--- src/rtl/dl1_write_buffer_pkg.sv ---
// Shared types and sizing for the DL1 word-granular store buffer.
// Entry layout, drain FSM states and default geometry live here.
package dl1_write_buffer_pkg;

    localparam int WB_DEPTH    = 4;
    localparam int ADDR_WIDTH  = 32;
    localparam int DATA_WIDTH  = 32;
    localparam int WADDR_WIDTH = ADDR_WIDTH - 2;

    typedef struct packed {
        logic                   valid;
        logic [WADDR_WIDTH-1:0] word_addr;
        logic [DATA_WIDTH-1:0]  data;
    } wb_entry_t;

    typedef enum logic [1:0] {
        D_IDLE = 2'd0,
        D_REQ  = 2'd1,
        D_DONE = 2'd2
    } wb_drain_state_t;

endpackage

--- src/rtl/dl1_write_buffer_if.sv ---
// Store/lookup/drain/L2 signal bundle between the DL1 controller, L2 and the write buffer.
// master = controller + L2 side, slave = write buffer.
interface dl1_write_buffer_if;
    import dl1_write_buffer_pkg::*;

    logic                  wb_write;
    logic [ADDR_WIDTH-1:0] wb_waddr;
    logic [DATA_WIDTH-1:0] wb_wdata;
    logic [ADDR_WIDTH-1:0] wb_lookup_addr;
    logic                  wb_hit;
    logic [DATA_WIDTH-1:0] wb_hit_data;
    logic                  wb_full;
    logic                  wb_empty;
    logic                  wb_overflow;
    logic                  wb_underflow;
    logic                  wb_trigger;
    logic                  wb_done;
    logic                  wb_read;
    logic                  l2_wr_req;
    logic [ADDR_WIDTH-1:0] l2_wr_addr;
    logic [DATA_WIDTH-1:0] l2_wr_data;
    logic                  l2_wr_ack;

    modport master (
        output wb_write, wb_waddr, wb_wdata, wb_lookup_addr,
        output wb_trigger, wb_read, l2_wr_ack,
        input  wb_hit, wb_hit_data, wb_full, wb_empty,
        input  wb_overflow, wb_underflow, wb_done,
        input  l2_wr_req, l2_wr_addr, l2_wr_data
    );

    modport slave (
        input  wb_write, wb_waddr, wb_wdata, wb_lookup_addr,
        input  wb_trigger, wb_read, l2_wr_ack,
        output wb_hit, wb_hit_data, wb_full, wb_empty,
        output wb_overflow, wb_underflow, wb_done,
        output l2_wr_req, l2_wr_addr, l2_wr_data
    );

endinterface

--- src/rtl/dl1_write_buffer_cam_match.sv ---
// Word-address CAM over the buffer entries; returns the youngest unlocked match as one-hot.
// Purely combinational, no backpressure.
module dl1_write_buffer_cam_match
    import dl1_write_buffer_pkg::*;
#(
    parameter int DEPTH = WB_DEPTH,
    localparam int PTR_W = $clog2(DEPTH)
) (
    input  wb_entry_t              entries [DEPTH],
    input  logic [WADDR_WIDTH-1:0] word_addr,
    input  logic [PTR_W-1:0]       rd_ptr,
    input  logic [DEPTH-1:0]       lock_mask,
    output logic [DEPTH-1:0]       match_oh,
    output logic                   hit
);

    logic [DEPTH-1:0] raw_match;
    logic [PTR_W-1:0] idx;
    logic             unused_data;

    always_comb begin
        raw_match   = '0;
        unused_data = 1'b0;
        for (int i = 0; i < DEPTH; i++) begin
            raw_match[i] = entries[i].valid && !lock_mask[i] &&
                           (entries[i].word_addr == word_addr);
            unused_data  = unused_data ^ (^entries[i].data);
        end
    end

    // Walk from the head (oldest) towards wr_ptr; the last match seen is the youngest.
    always_comb begin
        match_oh = '0;
        idx      = rd_ptr;
        for (int k = 0; k < DEPTH; k++) begin
            idx = rd_ptr + PTR_W'(k);
            if (raw_match[idx]) begin
                match_oh      = '0;
                match_oh[idx] = 1'b1;
            end
        end
    end

    assign hit = |raw_match;

endmodule

--- src/rtl/dl1_write_buffer.sv ---
// Coalescing word store buffer between DL1 and L2 with load-hit lookup and head drain FSM.
// Trigger->l2_wr_req 1 cycle, ack->wb_done 1 cycle; stores to a full buffer are dropped with wb_overflow.
module dl1_write_buffer
    import dl1_write_buffer_pkg::*;
#(
    parameter int DEPTH = WB_DEPTH
) (
    input  logic               clk_l1,
    input  logic               rst,
    dl1_write_buffer_if.slave  bus
);

    localparam int PTR_W = $clog2(DEPTH);
    localparam int CNT_W = PTR_W + 1;

    wb_entry_t              entries_q [DEPTH];
    wb_entry_t              entries_d [DEPTH];
    logic [PTR_W-1:0]       rd_ptr_q, rd_ptr_d;
    logic [PTR_W-1:0]       wr_ptr_q, wr_ptr_d;
    logic [CNT_W-1:0]       count_q, count_d;
    logic                   overflow_q, overflow_d;
    logic                   underflow_q, underflow_d;

    wb_drain_state_t        state_q;
    logic                   l2_req_q;
    logic                   done_q;
    logic [WADDR_WIDTH-1:0] l2_waddr_q;
    logic [DATA_WIDTH-1:0]  l2_data_q;

    logic                   full, empty;
    logic                   push, pop;
    logic [DEPTH-1:0]       lock_mask;
    logic [DEPTH-1:0]       lu_oh, st_oh;
    logic                   lu_hit, st_hit;
    logic [DATA_WIDTH-1:0]  lu_hit_data;
    logic                   unused_addr_lsbs;

    assign full  = (count_q == CNT_W'(DEPTH));
    assign empty = (count_q == '0);

    // The head being drained must not absorb new stores: L2 already has its old data.
    assign lock_mask = (state_q != D_IDLE) ? (DEPTH'(1) << rd_ptr_q) : '0;

    dl1_write_buffer_cam_match #(.DEPTH(DEPTH)) u_lookup_cam (
        .entries   (entries_q),
        .word_addr (bus.wb_lookup_addr[ADDR_WIDTH-1:2]),
        .rd_ptr    (rd_ptr_q),
        .lock_mask ('0),
        .match_oh  (lu_oh),
        .hit       (lu_hit)
    );

    dl1_write_buffer_cam_match #(.DEPTH(DEPTH)) u_store_cam (
        .entries   (entries_q),
        .word_addr (bus.wb_waddr[ADDR_WIDTH-1:2]),
        .rd_ptr    (rd_ptr_q),
        .lock_mask (lock_mask),
        .match_oh  (st_oh),
        .hit       (st_hit)
    );

    always_comb begin
        lu_hit_data = '0;
        for (int i = 0; i < DEPTH; i++) begin
            if (lu_oh[i]) begin
                lu_hit_data = lu_hit_data | entries_q[i].data;
            end
        end
    end

    always_comb begin
        entries_d   = entries_q;
        rd_ptr_d    = rd_ptr_q;
        wr_ptr_d    = wr_ptr_q;
        pop         = bus.wb_read && !empty;
        push        = bus.wb_write && !st_hit && (!full || pop);
        overflow_d  = bus.wb_write && !st_hit && full && !pop;
        underflow_d = bus.wb_read && empty;

        if (bus.wb_write && st_hit) begin
            for (int i = 0; i < DEPTH; i++) begin
                if (st_oh[i]) begin
                    entries_d[i].data = bus.wb_wdata;
                end
            end
        end

        if (pop) begin
            entries_d[rd_ptr_q].valid = 1'b0;
            rd_ptr_d                  = rd_ptr_q + 1'b1;
        end

        // Applied after the pop so a full-buffer push into the freed slot keeps its valid bit.
        if (push) begin
            entries_d[wr_ptr_q].valid     = 1'b1;
            entries_d[wr_ptr_q].word_addr = bus.wb_waddr[ADDR_WIDTH-1:2];
            entries_d[wr_ptr_q].data      = bus.wb_wdata;
            wr_ptr_d                      = wr_ptr_q + 1'b1;
        end

        count_d = count_q + CNT_W'(push) - CNT_W'(pop);
    end

    always_ff @(posedge clk_l1) begin
        if (rst) begin
            for (int i = 0; i < DEPTH; i++) begin
                entries_q[i] <= '0;
            end
            rd_ptr_q    <= '0;
            wr_ptr_q    <= '0;
            count_q     <= '0;
            overflow_q  <= 1'b0;
            underflow_q <= 1'b0;
        end else begin
            entries_q   <= entries_d;
            rd_ptr_q    <= rd_ptr_d;
            wr_ptr_q    <= wr_ptr_d;
            count_q     <= count_d;
            overflow_q  <= overflow_d;
            underflow_q <= underflow_d;
        end
    end

    always_ff @(posedge clk_l1) begin
        if (rst) begin
            state_q    <= D_IDLE;
            l2_req_q   <= 1'b0;
            done_q     <= 1'b0;
            l2_waddr_q <= '0;
            l2_data_q  <= '0;
        end else begin
            unique case (state_q)
                D_IDLE: begin
                    if (bus.wb_trigger && !empty) begin
                        state_q    <= D_REQ;
                        l2_req_q   <= 1'b1;
                        l2_waddr_q <= entries_q[rd_ptr_q].word_addr;
                        l2_data_q  <= entries_q[rd_ptr_q].data;
                    end
                end
                D_REQ: begin
                    if (bus.l2_wr_ack) begin
                        state_q  <= D_DONE;
                        l2_req_q <= 1'b0;
                        done_q   <= 1'b1;
                    end
                end
                D_DONE: begin
                    if (bus.wb_read) begin
                        state_q <= D_IDLE;
                        done_q  <= 1'b0;
                    end
                end
                default: begin
                    state_q  <= D_IDLE;
                    l2_req_q <= 1'b0;
                    done_q   <= 1'b0;
                end
            endcase
        end
    end

    assign bus.wb_hit       = lu_hit;
    assign bus.wb_hit_data  = lu_hit_data;
    assign bus.wb_full      = full;
    assign bus.wb_empty     = empty;
    assign bus.wb_overflow  = overflow_q;
    assign bus.wb_underflow = underflow_q;
    assign bus.wb_done      = done_q;
    assign bus.l2_wr_req    = l2_req_q;
    assign bus.l2_wr_addr   = {l2_waddr_q, 2'b00};
    assign bus.l2_wr_data   = l2_data_q;

    assign unused_addr_lsbs = ^{bus.wb_waddr[1:0], bus.wb_lookup_addr[1:0]};

endmodule

--- src/flat_wrapper.sv ---
// flat-port wrapper written by rule: the top's interface ports become plain ports
module dl1_write_buffer_flat import dl1_write_buffer_pkg::*;
#(
    parameter int DEPTH = WB_DEPTH
)
  (clk_l1, rst, bus_wb_write, bus_wb_waddr, bus_wb_wdata, bus_wb_lookup_addr, bus_wb_trigger, bus_wb_read, bus_l2_wr_ack, bus_wb_hit, bus_wb_hit_data, bus_wb_full, bus_wb_empty, bus_wb_overflow, bus_wb_underflow, bus_wb_done, bus_l2_wr_req, bus_l2_wr_addr, bus_l2_wr_data);
  dl1_write_buffer_if bus_i ();
  input  logic clk_l1;
  input  logic rst;
  input wire logic [$bits(bus_i.wb_write)-1:0] bus_wb_write;
  input wire logic [$bits(bus_i.wb_waddr)-1:0] bus_wb_waddr;
  input wire logic [$bits(bus_i.wb_wdata)-1:0] bus_wb_wdata;
  input wire logic [$bits(bus_i.wb_lookup_addr)-1:0] bus_wb_lookup_addr;
  input wire logic [$bits(bus_i.wb_trigger)-1:0] bus_wb_trigger;
  input wire logic [$bits(bus_i.wb_read)-1:0] bus_wb_read;
  input wire logic [$bits(bus_i.l2_wr_ack)-1:0] bus_l2_wr_ack;
  output wire logic [$bits(bus_i.wb_hit)-1:0] bus_wb_hit;
  output wire logic [$bits(bus_i.wb_hit_data)-1:0] bus_wb_hit_data;
  output wire logic [$bits(bus_i.wb_full)-1:0] bus_wb_full;
  output wire logic [$bits(bus_i.wb_empty)-1:0] bus_wb_empty;
  output wire logic [$bits(bus_i.wb_overflow)-1:0] bus_wb_overflow;
  output wire logic [$bits(bus_i.wb_underflow)-1:0] bus_wb_underflow;
  output wire logic [$bits(bus_i.wb_done)-1:0] bus_wb_done;
  output wire logic [$bits(bus_i.l2_wr_req)-1:0] bus_l2_wr_req;
  output wire logic [$bits(bus_i.l2_wr_addr)-1:0] bus_l2_wr_addr;
  output wire logic [$bits(bus_i.l2_wr_data)-1:0] bus_l2_wr_data;
  assign bus_i.wb_write = bus_wb_write;
  assign bus_i.wb_waddr = bus_wb_waddr;
  assign bus_i.wb_wdata = bus_wb_wdata;
  assign bus_i.wb_lookup_addr = bus_wb_lookup_addr;
  assign bus_i.wb_trigger = bus_wb_trigger;
  assign bus_i.wb_read = bus_wb_read;
  assign bus_i.l2_wr_ack = bus_l2_wr_ack;
  assign bus_wb_hit = bus_i.wb_hit;
  assign bus_wb_hit_data = bus_i.wb_hit_data;
  assign bus_wb_full = bus_i.wb_full;
  assign bus_wb_empty = bus_i.wb_empty;
  assign bus_wb_overflow = bus_i.wb_overflow;
  assign bus_wb_underflow = bus_i.wb_underflow;
  assign bus_wb_done = bus_i.wb_done;
  assign bus_l2_wr_req = bus_i.l2_wr_req;
  assign bus_l2_wr_addr = bus_i.l2_wr_addr;
  assign bus_l2_wr_data = bus_i.l2_wr_data;
  dl1_write_buffer #(.DEPTH(DEPTH)) u_core (.clk_l1(clk_l1), .rst(rst), .bus(bus_i));
endmodule
--- config.mk ---
export PLATFORM = sky130hd
export DESIGN_NAME = dl1_write_buffer_flat
export DESIGN_NICKNAME = d
export VERILOG_FILES = /design/src/rtl/dl1_write_buffer_pkg.sv /design/src/rtl/dl1_write_buffer_if.sv /design/src/rtl/dl1_write_buffer_cam_match.sv /design/src/rtl/dl1_write_buffer.sv /design/src/flat_wrapper.sv
export SDC_FILE = /design/constraint.sdc
export NUM_CORES = 1
export LEC_CHECK = 0
export BUFFER_PORTS_ARGS = -buffer_cell sky130_fd_sc_hd__buf_4
export CAP_MARGIN = 20
export CORE_ASPECT_RATIO = 1.1
export CORE_MARGIN = 5
export CORE_UTILIZATION = 59
export CTS_CLUSTER_DIAMETER = 150
export DETAILED_ROUTE_END_ITERATION = 12
export PLACE_DENSITY = 0.81
export RECOVER_POWER = 25
export SKIP_LAST_GASP = 1
export SLEW_MARGIN = 20
export SYNTH_ARGS = -nofsm -noshare
export SYNTH_HDL_FRONTEND = slang
export SYNTH_SLANG_ARGS = --single-unit
--- constraint.sdc ---
create_clock -name clk_l1 -period 4.15 [get_ports clk_l1]
set_input_delay 0 -clock clk_l1 [delete_from_list [all_inputs] [get_ports clk_l1]]
set_output_delay 0 -clock clk_l1 [all_outputs]
set_load 0.01 [all_outputs]
[Word-level counts from Yosys, hierarchy flattened]
Index checks and enable logic that the tools add are counted.
Cells by class
  add/sub/neg operators: 6
  magnitude comparators: 12
  eq/ne operators: 14
  shift operators: 1
  mux-type cells: 72
  bitwise logic cells: 7
  reduce and logical (&&, ||, !) cells: 44
Operators by type and width (count)
  252-bit bitwise mux: 4
  63-bit demux with 2-bit select: 4
  252-bit two-way mux: 2
  32-bit two-way mux: 13
  30-bit equality test: 8
  62-bit two-way mux: 3
  63-bit binary-select mux with 2-bit select: 1
  63-bit two-way mux: 2
  32-bit OR: 3
  4-bit two-way mux: 9
  1-bit logical AND: 26
  1-bit binary-select mux with 2-bit select: 8
  1-bit two-way mux: 16
  2-bit by 3-bit less-than comparator with 1-bit output, second input constant: 4
  3-bit AND reduction: 3
  1-bit demux with 2-bit select: 4
  2-bit by 1-bit greater-or-equal comparator with 1-bit output, second input constant: 4
  1-bit zero test: 8
  4-bit OR reduction: 2
  3-bit greater-or-equal comparator, second input constant: 2
  3-bit by 1-bit less-than comparator with 1-bit output, second input constant: 2
  2-bit two-way mux: 3
  2-bit inverter with 3-bit output: 2
  1-bit one-hot mux with 3 select lines: 2
  17 further kinds: 21
Word-level totals
  flip-flop bits (word level): 327
  bits of input ports: 102
  output and inout bits: 103
  word-level logic and storage cells: 178

[Longest topological paths before layout]
Gate-level depths: netlist of the first run.
  word-level depth: 19
  mapped depth: 18
  depth with buffers taken out: 14

[Modules after synthesis]
A second synthesis of the first run with hierarchy kept.
Second synthesis, totals
  cells, all modules: 2080
  area total of the unflattened synthesis: 19127.1 um^2
Modules (own cells, without submodules)
  dl1_write_buffer: instances 1, cells each 1578, area an instance 14958.1 um^2, sequential area each 6546.3 um^2
  dl1_write_buffer_cam_match (u_core.u_lookup_cam): instances 1, cells each 251, area an instance 2097.0 um^2, sequential area each 0.0 um^2
  dl1_write_buffer_cam_match (u_core.u_store_cam): instances 1, cells each 251, area an instance 2072.0 um^2, sequential area each 0.0 um^2

[Least setup slack after synthesis of the first run]
Ideal clock, no wire load.
  path kind: register -> register
  start point: register u_core.rd_ptr_q[0]
  end point: register u_core.count_q[2]
  setup time: 0.128 ns
  data arrival time: 3.160 ns
  required time: 4.022 ns
  setup slack: 0.862 ns
  cell stages (with the launch flop): 18
  path buffers: 3
  clock period less this slack: 3.288 ns
  path through: dfxtp_1 -> clkbuf_1 -> inv_2 -> ha_1 -> buf_2 -> inv_1 -> o211ai_1 -> nor3_1 -> and3_1 -> nor4_2 -> and2_1 -> clkbuf_1 -> ha_1 -> inv_1 -> fa_1 -> xor2_1 -> xnor2_1 -> nor2_1
Between the ends
  cells in the longest elaborated chain, start to end: 11
  elaborated cells on any way between the ends: 20
  those cells by class: add/sub: 2; shift: 1; mux: 1; reduce/logical: 16
Ends and longest elaborated chain
  start: declaration: RTL line dl1_write_buffer.sv:18  | logic [PTR_W-1:0] rd_ptr_q, rd_ptr_d;
  start signal: assignment: RTL line dl1_write_buffer.sv:116  | rd_ptr_q <= rd_ptr_d;
  1-bit by 2-bit left shift with 4-bit output *: RTL line dl1_write_buffer.sv:42  | assign lock_mask = (state_q != D_IDLE) ? (DEPTH'(1) << rd_ptr_q) : '0;
  4-bit two-way mux *: RTL line dl1_write_buffer.sv:42
  1-bit zero test: RTL line dl1_write_buffer_cam_match.sv:25  | raw_match[i] = entries[i].valid && !lock_mask[i] &&
  1-bit logical AND (2 in series): RTL line dl1_write_buffer_cam_match.sv:25
  4-bit OR reduction *: RTL line dl1_write_buffer_cam_match.sv:44  | assign hit = |raw_match;
  1-bit zero test *: RTL line dl1_write_buffer.sv:76  | push = bus.wb_write && !st_hit && (!full || pop);
  1-bit logical AND * (2 in series): RTL line dl1_write_buffer.sv:76
  named net u_core.push: RTL line dl1_write_buffer.sv:31  | logic push, pop;
  3-bit by 1-bit adder with 3-bit output *: RTL line dl1_write_buffer.sv:101  | count_d = count_q + CNT_W'(push) - CNT_W'(pop);
  3-bit by 1-bit subtractor with 3-bit output *: RTL line dl1_write_buffer.sv:101
  end signal: assignment: RTL line dl1_write_buffer.sv:118  | count_q <= count_d;
  end: declaration: RTL line dl1_write_buffer.sv:20  | logic [CNT_W-1:0] count_q, count_d;
Mark *: on every way through the listed nets, which the timed path passes. The rest lies on a longest branch.
A chain may end at the register's enable or synchronous reset.

[Worst setup path in the final report of the first run]
  start point: register u_core.entries_q[243] (netlist bit)
  end point: output port bus_wb_hit_data[21]
Between the ends
  cells in the longest elaborated chain, start to end: 15
  elaborated cells on any way between the ends: 21
  those cells by class: eq/ne: 1; mux: 16; bitwise: 3; reduce/logical: 1
Ends and longest elaborated chain
  start: declaration: RTL line dl1_write_buffer.sv:16  | wb_entry_t entries_q [DEPTH];
  start signal: assignment: RTL line dl1_write_buffer.sv:115  | entries_q <= entries_d;
  30-bit equality test *: RTL line dl1_write_buffer_cam_match.sv:26  | (entries[i].word_addr == word_addr);
  1-bit logical AND *: RTL line dl1_write_buffer_cam_match.sv:25
  1-bit binary-select mux with 2-bit select: RTL line dl1_write_buffer_cam_match.sv:37  | if (raw_match[idx]) begin
  1-bit two-way mux (not written as such): RTL line dl1_write_buffer_cam_match.sv:37
  4-bit two-way mux (3 in series): RTL line dl1_write_buffer_cam_match.sv:37
  4-bit two-way mux *: RTL line dl1_write_buffer_cam_match.sv:37
  32-bit two-way mux: RTL line dl1_write_buffer.sv:65  | if (lu_oh[i]) begin
  32-bit OR: RTL line dl1_write_buffer.sv:66  | lu_hit_data = lu_hit_data | entries_q[i].data;
  32-bit two-way mux: RTL line dl1_write_buffer.sv:65
  32-bit OR: RTL line dl1_write_buffer.sv:66
  32-bit two-way mux: RTL line dl1_write_buffer.sv:65
  32-bit OR: RTL line dl1_write_buffer.sv:66
  32-bit two-way mux *: RTL line dl1_write_buffer.sv:65
  end: declaration: RTL line flat_wrapper.sv:18  | output wire logic [$bits(bus_i.wb_hit_data)-1:0] bus_wb_hit_data;
Mark *: on every way between the ends. The rest lies on a longest branch, timed or not. The select of a mux whose other input is x is not followed.

==> results of run 1 <==
-- per-layer routing --
metal,global-route usage (%),up-vias
met1,40.6,7203
met3,5.43,163
met2,55.9,774
met4,15.4,0
li1,-,6587
met5,0,-
-- sequential cells by signal (all words and copies together), names as in the netlist --
signal	cells
u_core.bus.wb_overflow	1
u_core.state_q	2
u_core.rd_ptr_q	2
u_core.entries_q	252
u_core.bus.wb_done	1
u_core.bus.l2_wr_data	32
u_core.wr_ptr_q	2
u_core.bus.wb_underflow	1
u_core.bus.l2_wr_req	1
u_core.l2_waddr_q	30
u_core.count_q	3
-- cell usage after synthesis (all sizes together), types with 58 or more instances --
| master | count | area (µm²) |
|---|---|---|
| nor2 | 135 | 509 |
| nand4 | 58 | 363 |
| buf | 110 | 724 |
| mux2i | 121 | 1210 |
| inv | 77 | 289 |
| o2bb2ai | 130 | 1140 |
| clkbuf | 64 | 244 |
| dfxtp | 327 | 6550 |
| xnor2 | 234 | 2050 |
| a21oi | 74 | 370 |
| mux4 | 68 | 1530 |
| nand2 | 149 | 559 |
-- worst max path at each step --
stage | slack (ps) | endpoint | start
finish | 140 | bus_wb_hit_data[21] | u_core.entries_q[243]
global route | 50 | bus_wb_hit_data[1] | u_core.entries_q[243]
CTS | 50 | bus_wb_hit_data[31] | u_core.entries_q[112]
detailed placement | 490 | u_core.count_q[2] | u_core.rd_ptr_q[0]
global placement | 560 | u_core.entries_q[6] | u_core.rd_ptr_q[0]
floorplan | 860 | u_core.count_q[2] | u_core.rd_ptr_q[0]
-- per-stage QoR --
stage | worst slack [ps] | util, % | area [µm²]
floorplan | 862 | - | 17300
finish | 143 | 70.5 | 20400
global route | 48.7 | 70.5 | 20400
CTS | 46.3 | 71.3 | 20600
global placement | 556 | 64.6 | 18700
detailed placement | 488 | 64.6 | 18700
-- critical path, cell delays in order, from the launching register on --
cell,delay [ps]
dfxtp_1,370
xnor2_1,470
nand4_1,180
nor4_2,370
nand2_1,210
mux4_2,560
a21boi_4,180
a32oi_2,160
buf_4,420
a22oi_1,160
o221ai_1,180
buf_4,190
-- where the power goes --
group	switching [W]	total [W]	leakage (nW)	internal (W)
clock	0.00134	0.00346	0.616	0.00211
combinational	0.00193	0.00321	4.23	0.00128
sequential	0.000295	0.00374	2.66	0.00344
total	0.00357	0.0104	7.50	0.00684
-- cells by family (layout without fill, tap and decap cells) --
kind of cell	Yosys count	after routing	synth area share [%]
AO/OA/AOI/OAI	311	311	14.0
XOR/XNOR	244	244	12.3
adder cells (fa/ha/maj)	11	11	0.837
buffers and inverters	251	438	7.26
flip-flops	327	327	37.8
multiplexers	189	189	15.8
other	1	3	0.0216
AND/OR/NAND/NOR	441	441	11.9
-- repair_timing --
item	CTS	global route
endpoints found under the setup margin	0	32
setup buffers	0	2
hold buffers	65	0
hold endpoints to repair	254	0
resized for setup	0	3
-- final cells by class --
type | count | area (µm²)
diodes | 1 | 2.50
clock buffers | 44 | 971
clock inverters | 19 | 302
fillers | 2104 | 8520
inverters | 77 | 289
multi-input cells | 1198 | 9570
flip-flops and latches | 327 | 6550
well taps | 368 | 460
repair buffers | 298 | 2210
==> key figures, run 1 <==
Timing
  • Final hold slack: 22.5 ps
  • Count of final hold-check violations: 0
  • Fin. max-slew vios: 40
  • Slew HR: -32.5%
  • RSZ-0062 raised after global routing: false
  • Max Freq: 0.250 GHz
  • Endpoints failing setup: 0
  • Worst slew pin tran: 1990 ps
  • Setup TNS: 0 ps
  • Min Clock Period, post-route: 4010 ps
  • Fin crit share: 96.6%
  • Clock Skew: 17.4 ps

Setup path
  • Arr. time, crit path: 4010 ps
  • Type of origin of the critical path: register
  • Worst setup path class: register to primary output
  • CP required: 4150 ps
  • Critical Path Fanout Max: 32
  • Worst R2R End: u_core.entries_q[3]
  • Launching point of the worst reg2reg path: u_core.rd_ptr_q[0]
  • Crit end category: primary output
  • Path depth of the worst reg2reg path: 12
  • Register-to-Register Setup Slack: 360 ps

Cells and area
  • P&R area growth vs syn: 17.4%
  • Layout cells sized above 1: 16.4%
  • Most frequent cells in the layout: dfxtp_1 (325), xnor2_1 (234), buf_4 (158)
  • Most common cell after layout, fill and taps aside: dfxtp_1
  • Non-Filler Instances: 2332
  • Fin nets: 2050

Synth
  • Top FF cell, synth: dfxtp_1
  • Post-Synthesis Cells: 1775
  • Ys Warns: 0
  • EDFF count, synth: 0
  • Netlist cell types: 55
  • Synth Register Bits: 327
  • Synth async-reset ratio: 0%
  • Post-Syn Area: 17300 µm²
  • Avg Inst Size Synth: 9.76 µm²
  • Sequential area share after synthesis: 37.8%

Global route
  • Initial antenna violation count: 0
  • Largest net degree at the start of global routing: 107
  • Vias in the first global route: 14900
  • GR Util All Layers: 32.7%
  • Grt total ovfl: 0
  • First-pass GRT wire length: 86000 µm

CTS
  • Clk slew on worst S/H paths: 60 ps
  • Root Driver: clkbuf_16
  • H-tree depth: 2
  • Clk sinks: 327
  • Clock Latency Late Sink: 530 ps
  • TritonCTS clock tree: done
  • Maximum clock path buffer count: 3
  • CTS buffer count: 35

Routing
  • First-pass DRT Iterations: 5
  • Met3 wire length: 4470 µm
  • WL met1: 21300 µm
  • Drt wl/cell: 23.9 µm
  • Drt initial violations: 1523
  • Vias: 14700
  • Final wirelength: 55800 µm
  • Post-route ant nets: 0
  • Top routing layer in use: met4
  • DR WL met2: 27200 µm
  • Drt drc: 0
  • Via density per instance: 6.32

Floorplanning
  • # rows: 65
  • Placeable Area: 28900 µm²
  • Die height: 190 µm
  • DIE AREA: 32900 µm²
  • Die X-Extent: 173 µm
  • Ports: 205
  • Initial Util: 60.0%

Hold path
  • Min-delay src: rst
  • Worst hold path depth: 2
  • Min-delay worst type: input pin to register
  • Worst Hold End: u_core.bus.l2_wr_data[20]

Placed design
  • Placed cell count: 2201
  • IO Port Bufs: 198
  • DP Wirelength: 37600 µm
  • Routability Congestion: 1.02

Run status
  • Status: finished, violations left
  • Violated checks: max-capacitance violations, max-slew violations

Power and ir drop
  • Peak VDD IR: 348 µV
  • Pwr Total: 0.0104 W
  • Static leakage: 7.50 nW
  • Pwr dens: 511 nW/µm²

Job
  • Max-cap violation count: 1
Note: power is estimated with default switching activity, not from simulation.
==> inputs of run 2 (changes only) <==
Settings changed: CORE_UTILIZATION 59 to 45, MAX_ROUTING_LAYER set to met4, PLACE_DENSITY 0.81 to unset, SKIP_LAST_GASP 1 to unset.
==> run 2 against run 1 <==
Against the previous run:
- the run still ends with max-capacitance violations, max-slew violations left
- clock skew increased by 3.8 ps
- first-iteration DRC count decreased by 48%
- register-to-register slack improved by 30 ps
- core utilization decreased by 17 points
- total power decreased by 0.30%
- critical path depth decreased by 1
- via count decreased by 3.8%
- die area increased by 29%
- sequential share of layout area decreased by 0.27 points
- non-clock buffer count increased by 4
- maximum frequency increased by 1.6%
- global-route usage decreased by 5.8 points
- critical path type unchanged
- highest routed layer unchanged
==> key figures, run 2 (synthesized netlist as in run 1, its figures left out) <==
Cells and area
  • Most frequent cells in the layout: dfxtp_1 (325), xnor2_1 (233), buf_4 (159)
  • Antenna cells: 0 (-1)
  • Largest Register: u_core.entries_q
  • Max FFs per register: 252 (unchanged)
  • Fin nets: 2057 (+0.34%)
  • Most common cell after layout, fill and taps aside: dfxtp_1
  • P&R area growth vs syn: 18.5%
  • Layout cells sized above 1: 16.3% (about the same)

Timing
  • Fin. max-slew vios: 138 (+250%)
  • Max Freq: 0.254 GHz (+1.6%)
  • Count of final hold-check violations: 0 (unchanged)
  • Setup TNS: 0 ps (unchanged)
  • Endpoints failing setup: 0 (unchanged)
  • Worst slew pin tran: 2120 ps (+132 ps)
  • Fin crit share: 95.0% (-1.5 points)
  • Slew HR: -41.3% (-8.8 points)
  • Clock Skew: 21.1 ps (+3.75 ps)
  • Worst Setup Slack, final: 207 ps (+64.1 ps)
  • Min Clock Period, post-route: 3940 ps (-64.1 ps)
  • RSZ-0062 raised after global routing: false

Floorplanning
  • # rows: 75 (+15%)
  • Die X-Extent: 197 µm (+14%)
  • Placeable Area: 38100 µm² (+32%)
  • DIE AREA: 42500 µm² (+29%)
  • Die height: 216 µm (+14%)
  • Initial Util: 45.5% (-15 points)
  • Ports: 205 (unchanged)

Run status
  • Status: finished, violations left
  • Violated checks: max-capacitance violations, max-slew violations

Global route
  • Initial antenna violation count: 0 (unchanged)
  • Largest net degree at the start of global routing: 100 (-6.5%)
  • GR Util All Layers: 26.9% (-5.8 points)
  • Grt total ovfl: 0 (unchanged)
  • Vias in the first global route: 14000 (-6.0%)
  • First-pass GRT wire length: 86700 µm (+0.81%)

Placed design
  • Routability Congestion: 1.02 (-0.48%)
  • Worst slack at placement: 487 ps (-0.492 ps)
  • IO Port Bufs: 198 (unchanged)
  • DP Wirelength: 39700 µm (+5.6%)

CTS
  • Clock Latency Late Sink: 550 ps (+20 ps)
  • TritonCTS clock tree: done
  • Maximum clock path buffer count: 3 (unchanged)
  • CTS buffer count: 38 (+8.6%)
  • Clk slew on worst S/H paths: 60 ps (about the same)
  • Root Driver: clkbuf_16
  • Clk sinks: 327 (unchanged)
  • H-tree depth: 2 (unchanged)

Setup path
  • Critical Path Fanout Max: 24 (-25%)
  • Crit end category: primary output
  • Register-to-Register Setup Slack: 390 ps (+30 ps)
  • Worst R2R End: u_core.entries_q[67]
  • Arr. time, crit path: 3940 ps (-70 ps)
  • Type of origin of the critical path: register
  • Worst setup path class: register to primary output
  • Path depth of the worst reg2reg path: 10 (-2)
  • CP required: 4150 ps (about the same)
  • Launching point of the worst reg2reg path: u_core.entries_q[58]

Routing
  • Drt wl/cell: 23.2 µm (-2.9%)
  • Via density per instance: 5.73 (-9.2%)
  • Final wirelength: 57400 µm (+2.9%)
  • Drt initial violations: 793 (-48%)
  • Post-route ant nets: 0 (unchanged)
  • Vias: 14200 (-3.8%)
  • First-pass DRT Iterations: 5 (unchanged)
  • Drt drc: 0 (unchanged)

Power and ir drop
  • Pwr Total: 0.0104 W (-0.30%)
  • Pwr dens: 505 nW/µm² (-1.2%)
  • Static leakage: 7.53 nW (+0.32%)
  • Peak VDD IR: 350 µV (+0.33%)

Hold path
  • Min-delay src: bus_wb_trigger
  • Worst hold path depth: 4 (+2)
  • Worst Hold End: u_core.bus.l2_wr_data[27]
  • Min-delay worst type: input pin to register

Job
  • Max-cap violation count: 2 (+1)
-- run 2: layout make-up --
type / count / area, µm²
fill: 3538 / 17600
multi-input combinational: 1198 / 9580
sequential: 327 / 6550
timing repair buffer: 302 / 2260
clock buffer: 55 / 1110
tap: 500 / 626
inverter: 77 / 289
clock inverter: 11 / 113
-- run 2: metrics by stage --
| step | hold WS [ps] | std cells | utilization [%] | cell area, µm² |
|---|---|---|---|---|
| 2_1_floorplan | 167 | 1776 | - | 17300 |
| 3_5_place_dp | 280 | 2333 | 49.4 | 18800 |
| 6_report | 57.3 | 2470 | 53.9 | 20500 |
| 5_1_grt | 86.5 | 2470 | 53.9 | 20500 |
| 3_3_place_gp | 282 | 2333 | 49.4 | 18800 |
| 4_1_cts | 240 | 2468 | 54.5 | 20800 |
-- run 2: worst max-delay path by stage --
stage	slack [ps]	cells past startpoint	endpoint	startpoint
after floorplan	860	17	u_core.count_q[2]	u_core.rd_ptr_q[0]
after global placement	560	14	u_core.count_q[2]	u_core.rd_ptr_q[0]
after detailed placement	490	12	u_core.entries_q[67]	u_core.rd_ptr_q[0]
after CTS	30	11	bus_wb_hit_data[0]	u_core.entries_q[245]
after global routing	30	11	bus_wb_hit_data[0]	u_core.entries_q[38]
final	210	10	bus_wb_hit_data[0]	u_core.entries_q[158]
-- run 2: layer usage --
| layer | routed length [µm] | global-route usage (%) |
|---|---|---|
| met1 | 23700 | 33.6 |
| met2 | 28700 | 45.2 |
| met3 | 3010 | 3.18 |
| met4 | 1920 | 9.39 |
| met5 | 0 | - |
-- run 2: power by group --
part           internal, W  switching [W]
clock              0.00198        0.00136
sequential         0.00345       0.000285
combinational      0.00135        0.00196
-- run 2: critical path, cell delays in order (launching register included) --
cell and delay [ps]:
dfxtp_1 350, xnor2_1 340, nand4_1 300, nor4_4 490, nand2_1 140, mux4_2 540
a21boi_4 180, a32o_1 240, buf_4 250, o221ai_1 340, buf_4 190
-- run 2: what timing repair did --
item | in CTS | in global routing
setup buffers | 2 | 1
hold endpoints to repair | 279 | 0
endpoints found under the setup margin | 22 | 28
hold buffers | 67 | 0
pin swaps | 1 | 1
gates resized for setup | 1 | 3
